**src/rtl/sum_series_engine.sv**
```systemverilog
// rtl/sum_series_engine.sv - sum-of-k / sum-of-k^2 engine with sequential BCD conversion
//
// Purpose:
//   Computes S = sum(k=1..N) k (mode 0) or S = sum(k=1..N) k^2 (mode 1) one term per
//   tick. The accumulator saturates on overflow. S is then converted to packed BCD by a
//   double-dabble that does one shift per tick. A clock-enable prescaler paces the FSM.
//
// Ports:
//   clk      in   1          system clock
//   rst      in   1          asynchronous reset, active-low
//   start    in   1          level, sampled in IDLE/DONE on a tick
//   mode     in   1          0 = sum of k, 1 = sum of k^2 (latched at LOAD)
//   data     in   DATA_W     operand N (latched at LOAD)
//   result   out  ACC_W      binary S, valid while done=1
//   bcd      out  4*DIGITS   packed BCD of S, digit 0 in the LSBs
//   seg      out  7*DIGITS   active-low 7-segment patterns, digit 0 in the LSBs
//   status   out  2          {done, busy}
//   overflow out  1          S saturated or S > 10^DIGITS-1
//
// Configuration macro:
//   SUM_SEG7_EN - when defined, builds the per-digit BCD->7-segment decoders; otherwise
//                 seg is tied to all ones (blank).

module sum_series_engine #(
  parameter int DATA_W   = 6,
  parameter int ACC_W    = 16,
  parameter int DIGITS   = 4,
  parameter int TICK_DIV = 1
) (
  input  logic                  clk,
  input  logic                  rst,
  input  logic                  start,
  input  logic                  mode,
  input  logic [DATA_W-1:0]     data,
  output logic [ACC_W-1:0]      result,
  output logic [4*DIGITS-1:0]   bcd,
  output logic [7*DIGITS-1:0]   seg,
  output logic [1:0]            status,
  output logic                  overflow
);

  localparam int PW     = (TICK_DIV > 1) ? $clog2(TICK_DIV) : 1;
  localparam int KW     = DATA_W + 1;
  // Square register must hold (N+1)^2 after the final incremental update.
  localparam int TERM_W = 2 * DATA_W + 2;
  localparam int SUM_W  = ((ACC_W > TERM_W) ? ACC_W : TERM_W) + 1;
  localparam int CW     = $clog2(ACC_W + 1);

  function automatic logic [63:0] pow10(input int d);
    logic [63:0] p;
    p = 64'd1;
    for (int i = 0; i < d; i++) p = p * 64'd10;
    return p;
  endfunction

  localparam logic [63:0] LIMIT = pow10(DIGITS) - 64'd1;

  typedef enum logic [2:0] {
    S_IDLE  = 3'd0,
    S_LOAD  = 3'd1,
    S_ACCUM = 3'd2,
    S_CONV  = 3'd3,
    S_DONE  = 3'd4
  } state_t;

  state_t state_q, state_d;

  logic [PW-1:0]         presc_q, presc_d;
  logic                  tick;
  logic [DATA_W-1:0]     n_q, n_d;
  logic                  mode_q, mode_d;
  logic [KW-1:0]         k_q, k_d;
  logic [TERM_W-1:0]     sq_q, sq_d;
  logic [ACC_W-1:0]      acc_q, acc_d;
  logic [ACC_W-1:0]      bin_q, bin_d;
  logic [4*DIGITS-1:0]   dig_q, dig_d;
  logic [CW-1:0]         cnt_q, cnt_d;
  logic [ACC_W-1:0]      result_q, result_d;
  logic [4*DIGITS-1:0]   bcd_q, bcd_d;
  logic                  ovf_q, ovf_d;

  logic [TERM_W-1:0]     term;
  logic [SUM_W-1:0]      sum;
  logic                  sum_ovf;
  logic [4*DIGITS-1:0]   dig_adj;
  logic [4*DIGITS-1:0]   dig_shift;

  // Prescaler: tick on wrap, so the FSM moves once every TICK_DIV clocks.
  assign tick    = (presc_q == PW'(TICK_DIV - 1));
  assign presc_d = tick ? '0 : presc_q + PW'(1);

  // ---------------------------------------------------------------------------
  // FSM: state register
  // ---------------------------------------------------------------------------
  always_ff @(posedge clk or negedge rst) begin
    if (!rst) state_q <= S_IDLE;
    else      state_q <= state_d;
  end

  // ---------------------------------------------------------------------------
  // FSM: next-state logic
  // ---------------------------------------------------------------------------
  always_comb begin
    state_d = state_q;
    if (tick) begin
      case (state_q)
        S_IDLE:  if (start) state_d = S_LOAD;
        S_LOAD:  state_d = (data == '0) ? S_CONV : S_ACCUM;
        S_ACCUM: if (k_q == {1'b0, n_q}) state_d = S_CONV;
        S_CONV:  if (cnt_q == CW'(ACC_W - 1)) state_d = S_DONE;
        S_DONE:  if (start) state_d = S_LOAD;
        default: state_d = S_IDLE;
      endcase
    end
  end

  // ---------------------------------------------------------------------------
  // FSM: outputs
  // ---------------------------------------------------------------------------
  always_comb begin
    status = 2'b00;
    case (state_q)
      S_LOAD, S_ACCUM, S_CONV: status = 2'b01;
      S_DONE:                  status = 2'b10;
      default:                 status = 2'b00;
    endcase
  end

  // ---------------------------------------------------------------------------
  // Datapath next-state
  // ---------------------------------------------------------------------------
  always_comb begin
    term    = mode_q ? sq_q : TERM_W'(k_q);
    sum     = SUM_W'(acc_q) + SUM_W'(term);
    sum_ovf = |sum[SUM_W-1:ACC_W];

    // Double-dabble step: add 3 to every digit >= 5, then shift in the next binary MSB.
    dig_adj = dig_q;
    for (int i = 0; i < DIGITS; i++) begin
      if (dig_q[4*i +: 4] >= 4'd5) dig_adj[4*i +: 4] = dig_q[4*i +: 4] + 4'd3;
    end
    dig_shift = {dig_adj[4*DIGITS-2:0], bin_q[ACC_W-1]};

    n_d      = n_q;
    mode_d   = mode_q;
    k_d      = k_q;
    sq_d     = sq_q;
    acc_d    = acc_q;
    bin_d    = bin_q;
    dig_d    = dig_q;
    cnt_d    = cnt_q;
    result_d = result_q;
    bcd_d    = bcd_q;
    ovf_d    = ovf_q;

    if (tick) begin
      case (state_q)
        S_LOAD: begin
          n_d    = data;
          mode_d = mode;
          acc_d  = '0;
          k_d    = KW'(1);
          sq_d   = TERM_W'(1);
          ovf_d  = 1'b0;
          bin_d  = '0;
          dig_d  = '0;
          cnt_d  = '0;
        end
        S_ACCUM: begin
          // Once saturated the accumulator is frozen; k keeps counting so latency is fixed.
          if (!ovf_q) begin
            if (sum_ovf) begin
              acc_d = '1;
              ovf_d = 1'b1;
            end else begin
              acc_d = sum[ACC_W-1:0];
            end
          end
          // (k+1)^2 = k^2 + 2k + 1
          sq_d = sq_q + TERM_W'({k_q, 1'b1});
          k_d  = k_q + KW'(1);
          if (k_q == {1'b0, n_q}) begin
            bin_d = acc_d;
            dig_d = '0;
            cnt_d = '0;
          end
        end
        S_CONV: begin
          dig_d = dig_shift;
          bin_d = {bin_q[ACC_W-2:0], 1'b0};
          cnt_d = cnt_q + CW'(1);
          if (cnt_q == CW'(ACC_W - 1)) begin
            result_d = acc_q;
            if (64'(acc_q) > LIMIT) begin
              bcd_d = {DIGITS{4'h9}};
              ovf_d = 1'b1;
            end else begin
              bcd_d = dig_shift;
            end
          end
        end
        default: ;
      endcase
    end
  end

  always_ff @(posedge clk or negedge rst) begin
    if (!rst) begin
      presc_q  <= '0;
      n_q      <= '0;
      mode_q   <= 1'b0;
      k_q      <= '0;
      sq_q     <= '0;
      acc_q    <= '0;
      bin_q    <= '0;
      dig_q    <= '0;
      cnt_q    <= '0;
      result_q <= '0;
      bcd_q    <= '0;
      ovf_q    <= 1'b0;
    end else begin
      presc_q  <= presc_d;
      n_q      <= n_d;
      mode_q   <= mode_d;
      k_q      <= k_d;
      sq_q     <= sq_d;
      acc_q    <= acc_d;
      bin_q    <= bin_d;
      dig_q    <= dig_d;
      cnt_q    <= cnt_d;
      result_q <= result_d;
      bcd_q    <= bcd_d;
      ovf_q    <= ovf_d;
    end
  end

  assign result   = result_q;
  assign bcd      = bcd_q;
  assign overflow = ovf_q;

`ifdef SUM_SEG7_EN
  // Segment order {g,f,e,d,c,b,a}, active-low; non-decimal codes blank.
  function automatic logic [6:0] seg7(input logic [3:0] d);
    case (d)
      4'd0:    return 7'b1000000;
      4'd1:    return 7'b1111001;
      4'd2:    return 7'b0100100;
      4'd3:    return 7'b0110000;
      4'd4:    return 7'b0011001;
      4'd5:    return 7'b0010010;
      4'd6:    return 7'b0000010;
      4'd7:    return 7'b1111000;
      4'd8:    return 7'b0000000;
      4'd9:    return 7'b0010000;
      default: return 7'b1111111;
    endcase
  endfunction

  logic [7*DIGITS-1:0] seg_q, seg_d;

  // Patterns follow bcd_d so they refresh on the same tick that enters DONE.
  always_comb begin
    seg_d = seg_q;
    if (tick && state_q == S_CONV && cnt_q == CW'(ACC_W - 1)) begin
      for (int i = 0; i < DIGITS; i++) seg_d[7*i +: 7] = seg7(bcd_d[4*i +: 4]);
    end
  end

  always_ff @(posedge clk or negedge rst) begin
    if (!rst) seg_q <= '1;
    else      seg_q <= seg_d;
  end

  assign seg = seg_q;
`else
  assign seg = '1;
`endif

endmodule

```
**config.mk**
```make
export PLATFORM = sky130hd
export DESIGN_NAME = sum_series_engine
export DESIGN_NICKNAME = d
export VERILOG_FILES = /design/src/rtl/sum_series_engine.sv
export SDC_FILE = /design/constraint.sdc
export NUM_CORES = 1
export LEC_CHECK = 0
export CORE_MARGIN = 3
export CORE_UTILIZATION = 45
export DETAILED_ROUTE_END_ITERATION = 8
export PLACE_DENSITY = 0.76
export SYNTH_ARGS = -nofsm -noshare
export SYNTH_HDL_FRONTEND = slang
export SYNTH_SLANG_ARGS = --single-unit
```
**constraint.sdc**
```tcl
create_clock -name clk -period 8.14 [get_ports clk]
set_input_delay 0.814 -clock clk [delete_from_list [all_inputs] [get_ports clk]]
set_output_delay 0.814 -clock clk [all_outputs]
set_load 0.02 [all_outputs]
```
==> results of run 1 <==
worst max-delay path: stages, from the launching register on:
cell      delay [ps]
dfrtp_1          610
mux2_2           400
ha_1             410
nand2_1          100
nor2_1           120
a21oi_1          150
o41ai_4          850
o221ai_1         290
o21ai_0          280
worst min-delay path by stage:
| stage | endpoint | slack [ps] |
|---|---|---|
| 2_1_floorplan | sq_q[13] | 440 |
| 3_3_place_gp | sq_q[13] | 460 |
| 3_5_place_dp | result[8] | 460 |
| 4_1_cts | bcd[3] | 390 |
| 5_1_grt | bcd[3] | 410 |
| 6_report | bcd[3] | 380 |
power breakdown:
| part | internal (mW) | switching (mW) | leakage (nW) | total, mW |
|---|---|---|---|---|
| Clock | 0.467 | 0.258 | 0.285 | 0.725 |
| Sequential | 0.801 | 0.245 | 1.51 | 1.05 |
| Combinational | 0.600 | 0.790 | 1.70 | 1.39 |
| Total | 1.87 | 1.29 | 3.49 | 3.16 |
cell usage in the layout, fill, tap and decap left out, drive strengths merged, types with 4 or more instances in the layout:
cell / count
clkbuf: 25
nand2b: 7
a22oi: 10
mux2i: 11
dfrtp: 117
clkinv: 4
a22o: 20
conb: 28
o21a: 5
clkdlybuf4s50: 43
xor2: 8
nand3: 13
and2: 12
nand2: 111
nor2b: 6
xnor2: 20
ha: 32
o21ai: 51
a21o: 5
o221ai: 11
nor3: 10
nand4: 6
nor4: 4
a31oi: 4
o211ai: 9
a2111oi: 4
inv: 23
buf: 6
nor3b: 4
mux2: 14
nor2: 41
a21oi: 45
cell families after synthesis:
kind of cell             Yosys count  synth area share, %
AND/OR/NAND/NOR                  223                 15.1
AO/OA/AOI/OAI                    190                 19.8
flip-flops                       117                 43.9
buffers and inverters             85                 6.76
adder cells (fa/ha/maj)           34                 6.61
XOR/XNOR                          28                 3.68
multiplexers                      25                 4.02
other                              1               0.0563
flip-flops by register name, summed over array words and instances, names as in the netlist:
register	count
acc_q	16
bcd	16
bin_q	16
cnt_q	5
dig_q	16
k_q	7
mode_q	1
n_q	6
overflow	1
result	16
sq_q	14
state_q	3
cell type report:
type / count / area, um^2 / area share [%]
Clock buffer: 25 / 515 / 6.70
Clock inverter: 7 / 68.8 / 0.894
Inverter: 23 / 86.3 / 1.12
Multi-Input combinational cell: 528 / 3400 / 44.1
Sequential cell: 117 / 2930 / 38.0
Tap cell: 180 / 225 / 2.93
Timing Repair Buffer: 49 / 475 / 6.18
metal layers:
metal | share of wire (%) | GRT usage [%]
met5 | 0 | 0
met4 | 2.1 | 6.18
met3 | 4.9 | 5.42
met2 | 48 | 30.3
met1 | 46 | 25.5
stage by stage:
stage / utilization [%] / instances / instance area (um^2) / setup WS, ps
floorplan: - / 730 / 6760 / 5250
global placement: 50.1 / 897 / 7110 / 4930
detailed placement: 50.1 / 897 / 7110 / 4840
CTS: 54.2 / 929 / 7700 / 4810
global route: 54.2 / 929 / 7700 / 4520
finish: 54.2 / 929 / 7700 / 4830
==> out/metrics.cfg, run 1 <==
[sta]
relSlewSlack_pct=31.5
finClkSkew_ps=7.85
drv_slew=0
finalSetupViolations=0
finalSetupTns_ps=0
post-route-period-util_pct=40.6
rsz0062_at_grt=false
max_freq_mhz=302
tightest_slew_ps=1030
hold_slack_ps=379
finalHoldViolCount=0
finalCriticalPeriod_ps=3310

[clocking]
holdBufCountCts=0
clk_pin_slew_ps=50
h-tree-depth=4
cts_buffers=17
cts_tree=yes
ctsRootBufferMaster=clkbuf_16
cts.path.max_buffers=2
cts_resized=0
cts.sinks=117
insertion_delay_ps=410
post_cts_buffers=0

[flow_run]
drv_cap=0

[yosys]
synthTopCellsByArea=dfrtp_1 (44%), nand2_1 (6.3%), ha_1 (6.0%)
synthesis.area_um2=6660
synth_top_area_share_pct=43.9
ys_seq_area_share_pct=43.9
yosysWarnings=0
syn_avg_cell_area_um2=9.48
ys_types=66
synth_commonest_cells=dfrtp_1 (117), nand2_1 (111), o21ai_0 (49)
yosysTopAreaCell=dfrtp_1
synth_edf_count=0
postSynthCellCount=703
synth_ff_type=dfrtp_1
ys_ff_latch=117
post-synth-top-count-cell=dfrtp_1
synthArstFlopShare_pct=100

[critical_path]
cp.required_ps=8450
r2r_end=bin_q[8]
path_class=flip-flop to flip-flop
critPathArrivalTime_ps=3620
cp-end-kind=flip-flop
rrSetupSlack_ps=4830
crit_end=bin_q[8]
cp-startpoint=mode_q
r2r-start=mode_q
reg2reg_depth=8
crit_fanout=15
worst_setup_path_start_kind=flip-flop

[floorplan]
core_um2=14200
dieWidth_um=128
dieArea_um2=16300
die-height_um=128
start_util_pct=46.9
io_pins=73
rows=43

[pwr]
leakagePower_nw=3.49
power_mw=3.16
vdd_drop_max_v=0.000212
powerDensity_nw_per_um2=411

[global_routing]
grt_pass1_wl_um=25100
grt_antenna_before_repair=0
grt-ovfl-total=0
grt_max_degree=75
grt_pass1_vias=5089
grt_use_total_pct=19.1

[detailed_routing]
routed-via-count=5171
dr.pass1.iters=5
drt.antenna.violating_nets=0
dr.first_iter.drc_count=383
viasPerCell=5.57
drt-total-wl_um=15000
wl_per_cell_um=16.1
drc_errors=0

[finish]
fillers=1299
drive_gt1_share_pct=8.95
nets=780
antenna_cells=0
areaGrowthSynthToFinish_pct=15.5

[placement]
place.gp.congestion=0.876
io_buffers=44
hpwl_um=10200

[hold_path]
min-delay-path-class=input pin to asynchronous set/reset pin

[run_status]
status=complete, no violations

Power figures use the tool's default switching activity.
==> run 2: changes to the inputs <==
- clock period: 8.14 -> 3.5 ns (I/O delays scaled with it)
==> run 2 against run 1 <==
Effect of this change: final cell count up 0.75%; register-to-register slack got worse by 4600 ps; largest cell class unchanged; core utilization grew 0.78 points; sequential power is 130% higher; clock skew rose by 1.2 ps; global-route usage rose by 0.63 points; flip-flop and latch count unchanged; maximum frequency increased by 2.5%.
==> out/metrics.cfg, run 2 (synthesis results as in run 1) <==
[run_status]
status=complete, no violations  ; unchanged

[placement]
place.gp.congestion=0.863  ; was 0.876
io_buffers=44  ; unchanged
dp_slack_ps=363  ; was 4840 ps
hpwl_um=10400  ; was 10,200 um
placed_area_um2=7170  ; was 7110 um^2
dp_cells=903  ; was 897

[global_routing]
grt_use_total_pct=19.8  ; was 19.1%
grt_pass1_wl_um=25900  ; was 25,100 um
grt-ovfl-total=0  ; unchanged
grt_max_degree=66  ; was 75
grt_pass1_vias=5185  ; was 5,089
grt_antenna_before_repair=0  ; unchanged

[detailed_routing]
viasPerCell=5.68  ; was 5.57
dr.pass1.iters=7  ; was 5
drc_errors=0  ; unchanged
dr.first_iter.drc_count=350  ; was 383
drt-total-wl_um=15400  ; was 15,000 um
drt.antenna.violating_nets=0  ; unchanged
routed-via-count=5321  ; was 5,171
wl_per_cell_um=16.4  ; was 16.1 um

[clocking]
cts_tree=yes  ; unchanged
cts.sinks=117  ; unchanged
clk_pin_slew_ps=60  ; was 50 ps
h-tree-depth=4  ; unchanged
ctsRootBufferMaster=clkbuf_16  ; unchanged
cts.path.max_buffers=2  ; unchanged
cts_buffers=17  ; unchanged
insertion_delay_ps=420  ; was 410 ps

[finish]
post-route-util_pct=55.0  ; was 54.2%
areaGrowthSynthToFinish_pct=17.2  ; was 15.5%
stdcell_area_um2=7810  ; was 7700 um^2
antenna_cells=0  ; unchanged
nets=787  ; was 780
drive_gt1_share_pct=9.52  ; was 8.95%
final_common_cell=dfrtp_1  ; unchanged
stdcell_count=936  ; was 929
layout_common_cells=dfrtp_1 (117), nand2_1 (111), o21ai_0 (49), clkdlybuf4s50_1 (43), a21oi_1 (42)  ; unchanged

[floorplan]
dieWidth_um=128  ; unchanged
dieArea_um2=16300  ; unchanged
io_pins=73  ; unchanged
core_um2=14200  ; unchanged
rows=43  ; unchanged
start_util_pct=46.9  ; unchanged
die-height_um=128  ; unchanged

[sta]
finalSetupViolations=0  ; unchanged
finalCriticalPeriod_ps=3230  ; was 3310 ps
post-route-period-util_pct=92.2  ; was 40.6%
tightest_slew_ps=1010  ; was 1030 ps
max_freq_mhz=310  ; was 302 MHz
finalSetupTns_ps=0  ; unchanged
relSlewSlack_pct=32.5  ; was 31.5%
finClkSkew_ps=9.08  ; was 7.85 ps
hold_slack_ps=471  ; was 379 ps
finalHoldViolCount=0  ; unchanged
drv_slew=0  ; unchanged
rsz0062_at_grt=false  ; unchanged
fin_ws_ps=273  ; was 4830 ps

[pwr]
power_frac_clock_pct=24.2  ; was 22.9%
power_frac_seq_pct=32.1  ; was 33.1%
net-switching-power_mw=3.06  ; was 1.29 mW
powerDensity_nw_per_um2=974  ; was 411 nW/um^2
vdd_drop_max_v=0.000413  ; was 0.000212 V
leakagePower_nw=3.56  ; was 3.49 nW
power_mw=7.61  ; was 3.16 mW
intPower_mw=4.55  ; was 1.87 mW
combPwrFrac_pct=43.7  ; was 44.0%
netSwitchingFraction_pct=40.2  ; was 40.9%

[critical_path]
cp.required_ps=3750  ; was 8450 ps
crit_fanout=15  ; unchanged
worst_setup_path_start_kind=flip-flop  ; unchanged
cp-end-kind=flip-flop  ; unchanged
path_class=flip-flop to flip-flop  ; unchanged
critPathArrivalTime_ps=3470  ; was 3620 ps

[flow_run]
drv_cap=0  ; unchanged

[hold_path]
min-delay-path-class=flip-flop to flip-flop  ; was input pin to asynchronous set/reset pin

-- run 2: area by class of cell --
class | instances | area [um^2]
Clock buffer | 23 | 478
Clock inverter | 9 | 149
Fill cell | 1274 | 6400
Inverter | 23 | 86.3
Multi-Input combinational cell | 528 | 3400
Sequential cell | 117 | 2930
Tap cell | 180 | 225
Timing Repair Buffer | 56 | 543
-- run 2: critical path: stages (launching register included) --
cell and delay, ps:
dfrtp_1 600, mux2_2 390, ha_1 210, fa_1 410
nand3_1 120, nand2_1 80, a21oi_1 360, o41a_2 330
o221ai_1 170, o221ai_1 230, o211ai_1 150
-- run 2: timing repair --
item / 4_1_cts / 5_1_grt
endpoints found under the hold margin: 11 / 0
resized for setup: 0 / 0
hold buffers: 1 / 0
setup buffers: 0 / 0
-- run 2: final timing paths --
path	startpoint	end	slack, ps	cells past startpoint
setup / recovery	mode_q	bin_q[13]	270	10
hold / removal	sq_q[13]	sq_q[13]	470	1
setup reg to reg	mode_q	bin_q[13]	270	10
hold reg to reg	sq_q[13]	sq_q[13]	470	1
max in group asynchronous	rst	result[13]	2180	3
min in group asynchronous	rst	bcd[6]	530	2
-- run 2: layer usage --
layer,vias to the layer above,routed length [um],track usage [%],part of all wire [%]
met5,-,0,0,0
met4,0,391,8.43,2.5
met3,32,860,4.58,5.6
met2,169,7280,31.1,47
met1,2581,6850,26.4,45
li1,2539,-,-,-
-- run 2: power by group through the flow --
stage               logic, mW  registers (mW)  clock network (mW)
global placement         3.18            2.43                   0
detailed placement       3.28            2.44                   0
global route             3.71            2.51                1.94
finish                   3.32            2.45                1.84
floorplan                2.47            2.32                   0
CTS                      3.32            2.43                1.86
==> run 3: changes to the inputs <==
- clock period: 3.5 -> 3.25 ns (I/O delays scaled with it)
==> run 3 against run 2 <==
Effect of this change: power rose by 9.9%; flip-flop and latch count did not move; design area rose by 1.5%; register-to-register slack improved by 40 ps; non-clock buffer count rose by 9; core utilization rose by 0.84 points; sequential power rose by 6%; sequential share of layout area fell by 0.55 points; largest cell class unchanged; hold slack improved by 4.9 ps; wire length fell by 1.2%.
==> out/metrics.cfg, run 3 (synthesis results as in run 1) <==
[run_status]
status=complete, no violations  ; unchanged

[global_routing]
grt_busiest_layer=met2  ; unchanged
grt_max_degree=66  ; unchanged
use_met1_pct=26.1  ; was 26.4%
grt_use_total_pct=19.5  ; was 19.8%
grt_antenna_before_repair=0  ; unchanged
met3_usage_pct=4.75  ; was 4.58%
grt_pass1_wl_um=25600  ; was 25,900 um
grt_pass1_vias=5138  ; was 5,185
grt_use_met2_pct=31.1  ; about the same
grt-ovfl-total=0  ; unchanged

[detailed_routing]
drt.antenna.violating_nets=0  ; unchanged
viasPerCell=5.57  ; was 5.68
wl_per_cell_um=16.1  ; was 16.4 um
dr.pass1.iters=4  ; was 7
dr.first_iter.drc_count=327  ; was 350
drc_errors=0  ; unchanged
routed-via-count=5263  ; was 5,321
drt-total-wl_um=15200  ; was 15,400 um

[pwr]
net-switching-power_mw=3.32  ; was 3.06 mW
intPower_mw=5.04  ; was 4.55 mW
combPwrFrac_pct=43.5  ; was 43.7%
power_frac_seq_pct=31.1  ; was 32.1%
leakagePower_nw=3.62  ; was 3.56 nW
power_frac_clock_pct=25.4  ; was 24.2%
netSwitchingFraction_pct=39.7  ; was 40.2%
powerDensity_nw_per_um2=1050  ; was 974 nW/um^2
vdd_drop_max_v=0.000505  ; was 0.000413 V

[floorplan]
rows=43  ; unchanged
core_um2=14200  ; unchanged
start_util_pct=46.9  ; unchanged
dieWidth_um=128  ; unchanged
die-height_um=128  ; unchanged
io_pins=73  ; unchanged
dieArea_um2=16300  ; unchanged

[sta]
relSlewSlack_pct=32.6  ; was 32.5%
finalHoldViolCount=0  ; unchanged
finalSetupTns_ps=0  ; unchanged
fin_ws_ps=314  ; was 273 ps
finClkSkew_ps=9.23  ; was 9.08 ps
finalCriticalPeriod_ps=2940  ; was 3230 ps
max_freq_mhz=341  ; was 310 MHz
tightest_slew_ps=1010  ; about the same
rsz0062_at_grt=false  ; unchanged
finalSetupViolations=0  ; unchanged
drv_slew=0  ; unchanged
post-route-period-util_pct=90.3  ; was 92.2%

[flow_run]
drv_cap=0  ; unchanged

[critical_path]
r2r_end=bin_q[6]  ; was bin_q[13]
path_class=flip-flop to flip-flop  ; unchanged
reg2reg_depth=11  ; was 10
r2r-start=mode_q  ; unchanged
cp-end-kind=flip-flop  ; unchanged
critPathArrivalTime_ps=3200  ; was 3470 ps
rrSetupSlack_ps=310  ; was 270 ps
crit_fanout=15  ; unchanged
cp.required_ps=3510  ; was 3750 ps
worst_setup_path_start_kind=flip-flop  ; unchanged

[clocking]
cts_tree=yes  ; unchanged
cts.path.max_buffers=2  ; unchanged
h-tree-depth=4  ; unchanged
clk_pin_slew_ps=60  ; about the same
cts_buffers=17  ; unchanged
ctsRootBufferMaster=clkbuf_16  ; unchanged
insertion_delay_ps=420  ; about the same
cts.sinks=117  ; unchanged

[finish]
final_common_cell=dfrtp_1  ; unchanged
nets=796  ; was 787
drive_gt1_share_pct=11.0  ; was 9.52%
layout_common_cells=dfrtp_1 (116), nand2_1 (111), o21ai_0 (49), clkdlybuf4s50_1 (43), a21oi_1 (42)  ; was dfrtp_1 (117), nand2_1 (111), o21ai_0 (49), clkdlybuf4s50_1 (43), a21oi_1 (42)
antenna_cells=0  ; unchanged
areaGrowthSynthToFinish_pct=18.9  ; was 17.2%

[placement]
dp_slack_ps=246  ; was 363 ps
hpwl_um=10700  ; was 10,400 um
io_buffers=44  ; unchanged
place.gp.congestion=0.870  ; was 0.863

[hold_path]
min-delay-path-class=input pin to asynchronous set/reset pin  ; was flip-flop to flip-flop

[run 3: metal layers]
| layer | vias to the layer above | wire length, um |
|---|---|---|
| met2 | 133 | 7230 |
| met5 | - | 0 |
| met1 | 2557 | 7000 |
| li1 | 2550 | - |
| met4 | 0 | 265 |
| met3 | 23 | 703 |
[run 3: how the worst max path moves through the flow]
stage	cells past startpoint	startpoint	endpoint	slack, ps
global route	10	mode_q	bin_q[14]	140
global placement	10	mode_q	bin_q[14]	320
CTS	11	mode_q	bin_q[8]	220
detailed placement	10	mode_q	bin_q[14]	250
finish	11	mode_q	bin_q[6]	310
floorplan	11	mode_q	bin_q[15]	360
[run 3: worst max-delay path: stages, from the launching register on]
cell      delay, ps
dfrtp_2         490
mux2_2          370
ha_1            220
fa_1            420
nand3_1         130
nand2_1          90
a21oi_1         200
buf_4           170
o41ai_4          80
buf_4           210
o221ai_1        260
o21ai_0         130
[run 3: area by class of cell]
class	instances	area (um^2)
sequential	117	2930
tap	180	225
clock inverter	10	193
fill	1262	6280
timing repair buffer	65	611
inverter	23	86.3
clock buffer	22	484
multi-input combinational	528	3400
[run 3: per-stage QoR]
stage	instances	area, um^2	power (mW)	util, %	hold WS (ps)
after floorplan	730	6760	5.16	-	29.4
after global placement	912	7240	6.10	51.0	409
after detailed placement	912	7240	6.20	51.0	410
after CTS	945	7920	8.37	55.8	480
after global routing	945	7930	8.95	55.8	498
final	945	7930	8.36	55.8	476
[run 3: timing repair]
item	CTS	global route
gates resized for setup	0	1
hold endpoints to repair	52	0
endpoints found under the setup margin	0	1
buffers inserted	0	0
hold buffers	1	0
[run 3: power by group through the flow]
stage | sequential (mW) | combinational (mW) | clock, mW
2_1_floorplan | 2.50 | 2.66 | 0
3_3_place_gp | 2.59 | 3.51 | 0
3_5_place_dp | 2.59 | 3.61 | 0
4_1_cts | 2.58 | 3.64 | 2.15
5_1_grt | 2.67 | 4.04 | 2.23
6_report | 2.60 | 3.63 | 2.12
